File: src/rtl/stack_op_sequencer.sv
// ============================================================================
// Module   : stack_op_sequencer
// Purpose  : Issues push/pop/tos strobes to the operand stack for one stack
//            instruction per start pulse, traps underflow/overflow up front.
// Revision : 1.0
// ============================================================================
`default_nettype none

module stack_op_sequencer #(
    parameter int WIDTH = 8,
    parameter int DEPTH = 7
) (
    input  logic             clk,
    input  logic             rst,
    input  logic             start,
    input  logic [2:0]       opcode,
    input  logic [WIDTH-1:0] imm,
    input  logic [WIDTH-1:0] st_dout,
    output logic             st_push,
    output logic             st_pop,
    output logic             st_tos,
    output logic [WIDTH-1:0] st_din,
    output logic             busy,
    output logic             done,
    output logic             err,
    output logic [WIDTH-1:0] result,
    output logic [DEPTH:0]   count
);

    localparam logic [2:0] c_op_pushi = 3'd0;
    localparam logic [2:0] c_op_pop   = 3'd1;
    localparam logic [2:0] c_op_add   = 3'd2;
    localparam logic [2:0] c_op_sub   = 3'd3;
    localparam logic [2:0] c_op_and   = 3'd4;
    localparam logic [2:0] c_op_not   = 3'd5;
    localparam logic [2:0] c_op_tos   = 3'd6;
    localparam logic [2:0] c_op_dup   = 3'd7;

    localparam logic [DEPTH:0] c_full = {1'b1, {DEPTH{1'b0}}};

    typedef enum logic [2:0] {
        S_IDLE   = 3'd0,
        S_RD_B   = 3'd1,
        S_RD_A   = 3'd2,
        S_GET_A  = 3'd3,
        S_WRITE  = 3'd4,
        S_FINISH = 3'd5
    } state_t;

    state_t           r_state;
    state_t           w_next;
    logic [2:0]       r_op;
    logic [WIDTH-1:0] r_imm;
    logic [WIDTH-1:0] r_a;
    logic [WIDTH-1:0] r_b;
    logic             r_err;
    logic [WIDTH-1:0] r_result;
    logic [DEPTH:0]   r_count;
    logic [DEPTH:0]   w_need;
    logic             w_trap;
    logic [WIDTH-1:0] w_push_val;

    // Operand requirement is judged on the incoming opcode, before latching.
    always_comb begin
        w_need = '0;
        case (opcode)
            c_op_add, c_op_sub, c_op_and: w_need = (DEPTH+1)'(2);
            c_op_pushi:                   w_need = '0;
            default:                      w_need = (DEPTH+1)'(1);
        endcase
    end

    assign w_trap = (r_count < w_need) ||
                    (((opcode == c_op_pushi) || (opcode == c_op_dup)) && (r_count == c_full));

    always_comb begin
        w_push_val = '0;
        case (r_op)
            c_op_pushi: w_push_val = r_imm;
            c_op_add:   w_push_val = r_a + r_b;
            c_op_sub:   w_push_val = r_a - r_b;
            c_op_and:   w_push_val = r_a & r_b;
            c_op_not:   w_push_val = ~r_b;
            c_op_dup:   w_push_val = r_b;
            default:    w_push_val = '0;
        endcase
    end

    always_comb begin
        w_next  = r_state;
        st_push = 1'b0;
        st_pop  = 1'b0;
        st_tos  = 1'b0;
        case (r_state)
            S_IDLE: begin
                if (start) begin
                    if (w_trap)
                        w_next = S_FINISH;
                    else if (opcode == c_op_pushi)
                        w_next = S_WRITE;
                    else
                        w_next = S_RD_B;
                end
            end
            S_RD_B: begin
                if ((r_op == c_op_tos) || (r_op == c_op_dup))
                    st_tos = 1'b1;
                else
                    st_pop = 1'b1;
                w_next = S_RD_A;
            end
            S_RD_A: begin
                case (r_op)
                    c_op_add, c_op_sub, c_op_and: begin
                        st_pop = 1'b1;
                        w_next = S_GET_A;
                    end
                    c_op_not, c_op_dup: w_next = S_WRITE;
                    default:            w_next = S_FINISH;
                endcase
            end
            S_GET_A:  w_next = S_WRITE;
            S_WRITE: begin
                st_push = 1'b1;
                w_next  = S_FINISH;
            end
            S_FINISH: w_next = S_IDLE;
            default:  w_next = S_IDLE;
        endcase
    end

    always_ff @(posedge clk or negedge rst) begin
        if (!rst) begin
            r_state  <= S_IDLE;
            r_op     <= '0;
            r_imm    <= '0;
            r_a      <= '0;
            r_b      <= '0;
            r_err    <= 1'b0;
            r_result <= '0;
            r_count  <= '0;
        end else begin
            r_state <= w_next;
            if (st_push)
                r_count <= r_count + (DEPTH+1)'(1);
            else if (st_pop)
                r_count <= r_count - (DEPTH+1)'(1);
            case (r_state)
                S_IDLE: begin
                    if (start) begin
                        r_op  <= opcode;
                        r_imm <= imm;
                        r_err <= w_trap;
                    end
                end
                S_RD_A: begin
                    r_b <= st_dout;
                    if ((r_op == c_op_pop) || (r_op == c_op_tos))
                        r_result <= st_dout;
                end
                S_GET_A: r_a      <= st_dout;
                S_WRITE: r_result <= w_push_val;
                default: ;
            endcase
        end
    end

    assign st_din = st_push ? w_push_val : '0;
    assign busy   = (r_state != S_IDLE);
    assign done   = (r_state == S_FINISH);
    assign err    = (r_state == S_FINISH) && r_err;
    assign result = r_result;
    assign count  = r_count;

endmodule

`default_nettype wire

File: config.mk
export PLATFORM = sky130hd
export DESIGN_NAME = stack_op_sequencer
export DESIGN_NICKNAME = d
export VERILOG_FILES = /design/src/rtl/stack_op_sequencer.sv
export SDC_FILE = /design/constraint.sdc
export NUM_CORES = 1
export LEC_CHECK = 0
export BUFFER_PORTS_ARGS = -buffer_cell sky130_fd_sc_hd__clkbuf_2
export CAP_MARGIN = 10
export CORE_ASPECT_RATIO = 1.75
export CORE_UTILIZATION = 45
export CTS_BUF_LIST = sky130_fd_sc_hd__clkbuf_4 sky130_fd_sc_hd__clkbuf_8
export DETAILED_ROUTE_END_ITERATION = 8
export PLACE_DENSITY = 0.66
export SYNTH_ARGS = -nofsm -noshare
export SYNTH_HDL_FRONTEND = slang
export SYNTH_SLANG_ARGS = --single-unit
File: constraint.sdc
create_clock -name clk -period 4 [get_ports clk]
set_clock_uncertainty 0.1 [all_clocks]
set_input_delay 0.6 -clock clk [delete_from_list [all_inputs] [get_ports clk]]
set_output_delay 0.6 -clock clk [all_outputs]
set_load 0.005 [all_outputs]
==> impl_metrics.csv <==
group,metric,value,unit
sta,hold_viol_final,0,
synth,synth_xor_area_frac,0.0440,
synth,yosysUniqueCellTypes,56,
pwr,power_density,1020,nW/um2
sta,slew_violations,0,
clock_network,cts_sinks,47,
synth,synth-compound-area-share,0.181,
layout,stdcell_count,468,
synth,ys_seq_area_frac,0.369,
synth,async_reset_ff_frac,1.00,
synth,syn-num-nets,372,
synth,yosysMostFrequentCell,"dfrtp_1",
routing,num_vias,2699,
sta,finalCritPeriodShare,0.918,
layout,nNetsFinal,423,
die,fp.dieH,113,um
hold_path,hold_path.class,"in2async",
placement,place.gp.congestion,0.894,
grt,antenna_found_initial,0,
critical_path,critPathMaxStageDelay,570,ps
critical_path,cp_common_cell,"nor2_1",
layout,area_growth,13.4,%
die,fp.dieW,65.6,um
run_status,status,"finished clean",
synth,synthTopCellsByArea,"dfrtp_1 37%, mux2_2 9.6%, ha_1 6.3%, a21oi_1 4.1%, nor2_1 3.4%",
synth,synth_fa_ha_area_frac,0.0755,
synth,synthesis.area,3180,um2
synth,avgSynthCellArea,9.59,um2
grt,gr-total-overflow,0,
critical_path,required,3300,ps
critical_path,start_kind,"register",
clock_network,clk_latency,310,ps
routing,wire_per_inst,17.5,um
sta,slew_headroom,0.301,
die,fp-row-count,40,
synth,synthMuxAreaShare,0.128,
clock_network,cts_hold_buffers,0,
grt,track_usage,0.242,
pwr,p_leak,1.61,nW
layout,num-fill-cells,639,
synth,syn_inst,332,
routing,wirelength,8200,um
die,start_util,0.464,
routing,drt_iter0_drc,99,
sta,max_freq,272,MHz
routing,viasPerCell,5.77,
synth,synth_top_area_share,0.369,
critical_path,slowest_stage,"dfrtp_1",
routing,postRouteAntennaNets,0,
critical_path,ff2ff_setup_slack,950,ps
pwr,vdd_ir_drop_max,0.577,mV
die,core_area,6860,um2
routing,drc,0,
clock_network,path_clk_slew,90,ps
critical_path,crit_path_end_kind,"output port",
clock_network,cts_made_buffers,5,
critical_path,reg2reg_depth,10,
synth,ys.flop_type,"dfrtp_1",
layout,layout-drive-gt1-share,0.271,
sta,fin_crit,3670,ps
sta,rsz0062_at_grt,"false",
synth,synth_top_cell_by_area,"dfrtp_1",
synth,synth_edf_count,0,
clock_network,htreeDepth,2,
synth,yosys_warnings,0,
sta,tns,0,ps
clock_network,root_buffer,"clkbuf_8",
placement,dp.cells,460,
sta,worst_pin_slew,1050,ps
layout,diodes,0,
placement,dpl_cell_area,3510,um2
die,num_io_pins,52,
grt,grt_pass1_vias,2720,
critical_path,worst-path-max-fanout,11,
clock_network,clk_path_buf_depth,2,
routing,dr.pass1.iters,4,
grt,grt_max_degree,48,
placement,port_buffers,51,
layout,final_area,3610,um2
placement,dp_hpwl,6310,um
critical_path,worstPathArrival,2970,ps
die,dieArea,7430,um2
critical_path,crit_chain,"and3b_1 -> nor2_1 -> xnor2_1 -> ha_1 -> nor2b_1 -> o21a_1 -> a31o_2 -> mux2i_1 -> a21oi_1 -> nor2_1 -> clkbuf_2",
layout,fin_util,0.526,
synth,ys_seq_elements,47,
clock_network,cts_tree,"yes",
synth,synth_top_family_by_area,"compound AO/OA/AOI/OAI gates",
critical_path,critPathKind,"reg2out",
sta,final-setup-viol-count,0,
synth,synth-simple-area-share,0.160,
grt,grt_pass1_wl,13300,um
flow_run,max-cap-violations,0,
synth,yosys-top-cells-count,"47 x dfrtp_1, 29 x nor2_1, 27 x mux2_2",
## metrics by stage
step,hold WS [ps],power [mW],worst slack (ps)
finish,264,3.68,329
CTS,290,3.69,304
detailed placement,397,3.38,669
global route,323,4.04,47.2
floorplan,204,2.78,852
global placement,387,3.34,654
## routing by layer
metal  wire length, um  GRT usage  up-vias
met4               422      0.135        0
li1                  -          -     1300
met3               289     0.0353       20
met1              2970      0.252     1315
met5                 0          0        -
met2              4520      0.446       64
## logic make-up (layout without fill, tap and decap cells)
| logic type | count (synthesis) | count (layout) |
|---|---|---|
| adders and majority gates | 18 | 18 |
| buffers and inverters | 27 | 79 |
| AOI/OAI and AO/OA | 86 | 86 |
| xor gates and xnor gates | 16 | 16 |
| muxes | 37 | 37 |
| DFF | 47 | 47 |
| and+or+nand+nor | 101 | 101 |
## worst max-delay path, delay by kind of cell (launching register included)
family / cells / cell delay (ps)
AO/OA/AOI/OAI: 3 / 750
XOR/XNOR: 1 / 130
adder cells (fa/ha/maj): 1 / 340
buffers and inverters: 1 / 130
flip-flops: 1 / 570
multiplexers: 1 / 110
AND/OR/NAND/NOR: 4 / 620
## placed cells by master (no fill, tap or decap), drive strengths merged, types with 4 or more instances in the layout
master	count
a211oi	4
a21oi	28
a31oi	7
and3	4
buf	8
clkbuf	57
dfrtp	47
ha	16
inv	12
mux2	30
mux2i	7
nand2	24
nand2b	5
nand3	8
nor2	30
nor2b	11
nor3	4
o21ai	21
or3	4
xnor2	12
xor2	4
## layout make-up
class                      instances  area (um2)  share of cell area
sequential                        47        1180               0.326
clock buffer                       6        76.3              0.0211
multi-input combinational        258        1880               0.521
clock inverter                     2        12.5             0.00347
inverter                          12        45.0              0.0125
timing repair buffer              59         315              0.0873
tap                               84         105              0.0291
## flip-flops by register name, summed over array words and instances (netlist names)
name,flops
count,8
r_a,8
r_b,8
r_err,1
r_imm,8
r_op,3
r_state,3
result,8
## path summary, 6_finish.rpt
path	start	endpoint
max	r_op[0]$_DFFE_PN0P_	st_din[6]
min	rst	count[0]$_DFFE_PN0P_
max reg2reg	r_state[0]$_DFFE_PN0P_	count[7]$_DFFE_PN0P_
min reg2reg	r_imm[1]$_DFFE_PN0P_	r_imm[1]$_DFFE_PN0P_
max in group asynchronous	rst	result[6]$_DFFE_PN0P_
min in group clk	imm[1]	r_imm[1]$_DFFE_PN0P_
## report_power, final
group	leakage (nW)	total, mW	internal [mW]	switching (mW)
registers	0.550	1.01	0.715	0.292
logic	1.01	2.37	1.13	1.24
clock network	0.0446	0.299	0.129	0.170
total	1.61	3.68	1.97	1.71
## what timing repair did
action	CTS	global route
resized for setup	0	1
hold endpoints to repair	0	0
setup buffers	0	0
endpoints found under the setup margin	0	1
Note: power is estimated with default switching activity, not from simulation.
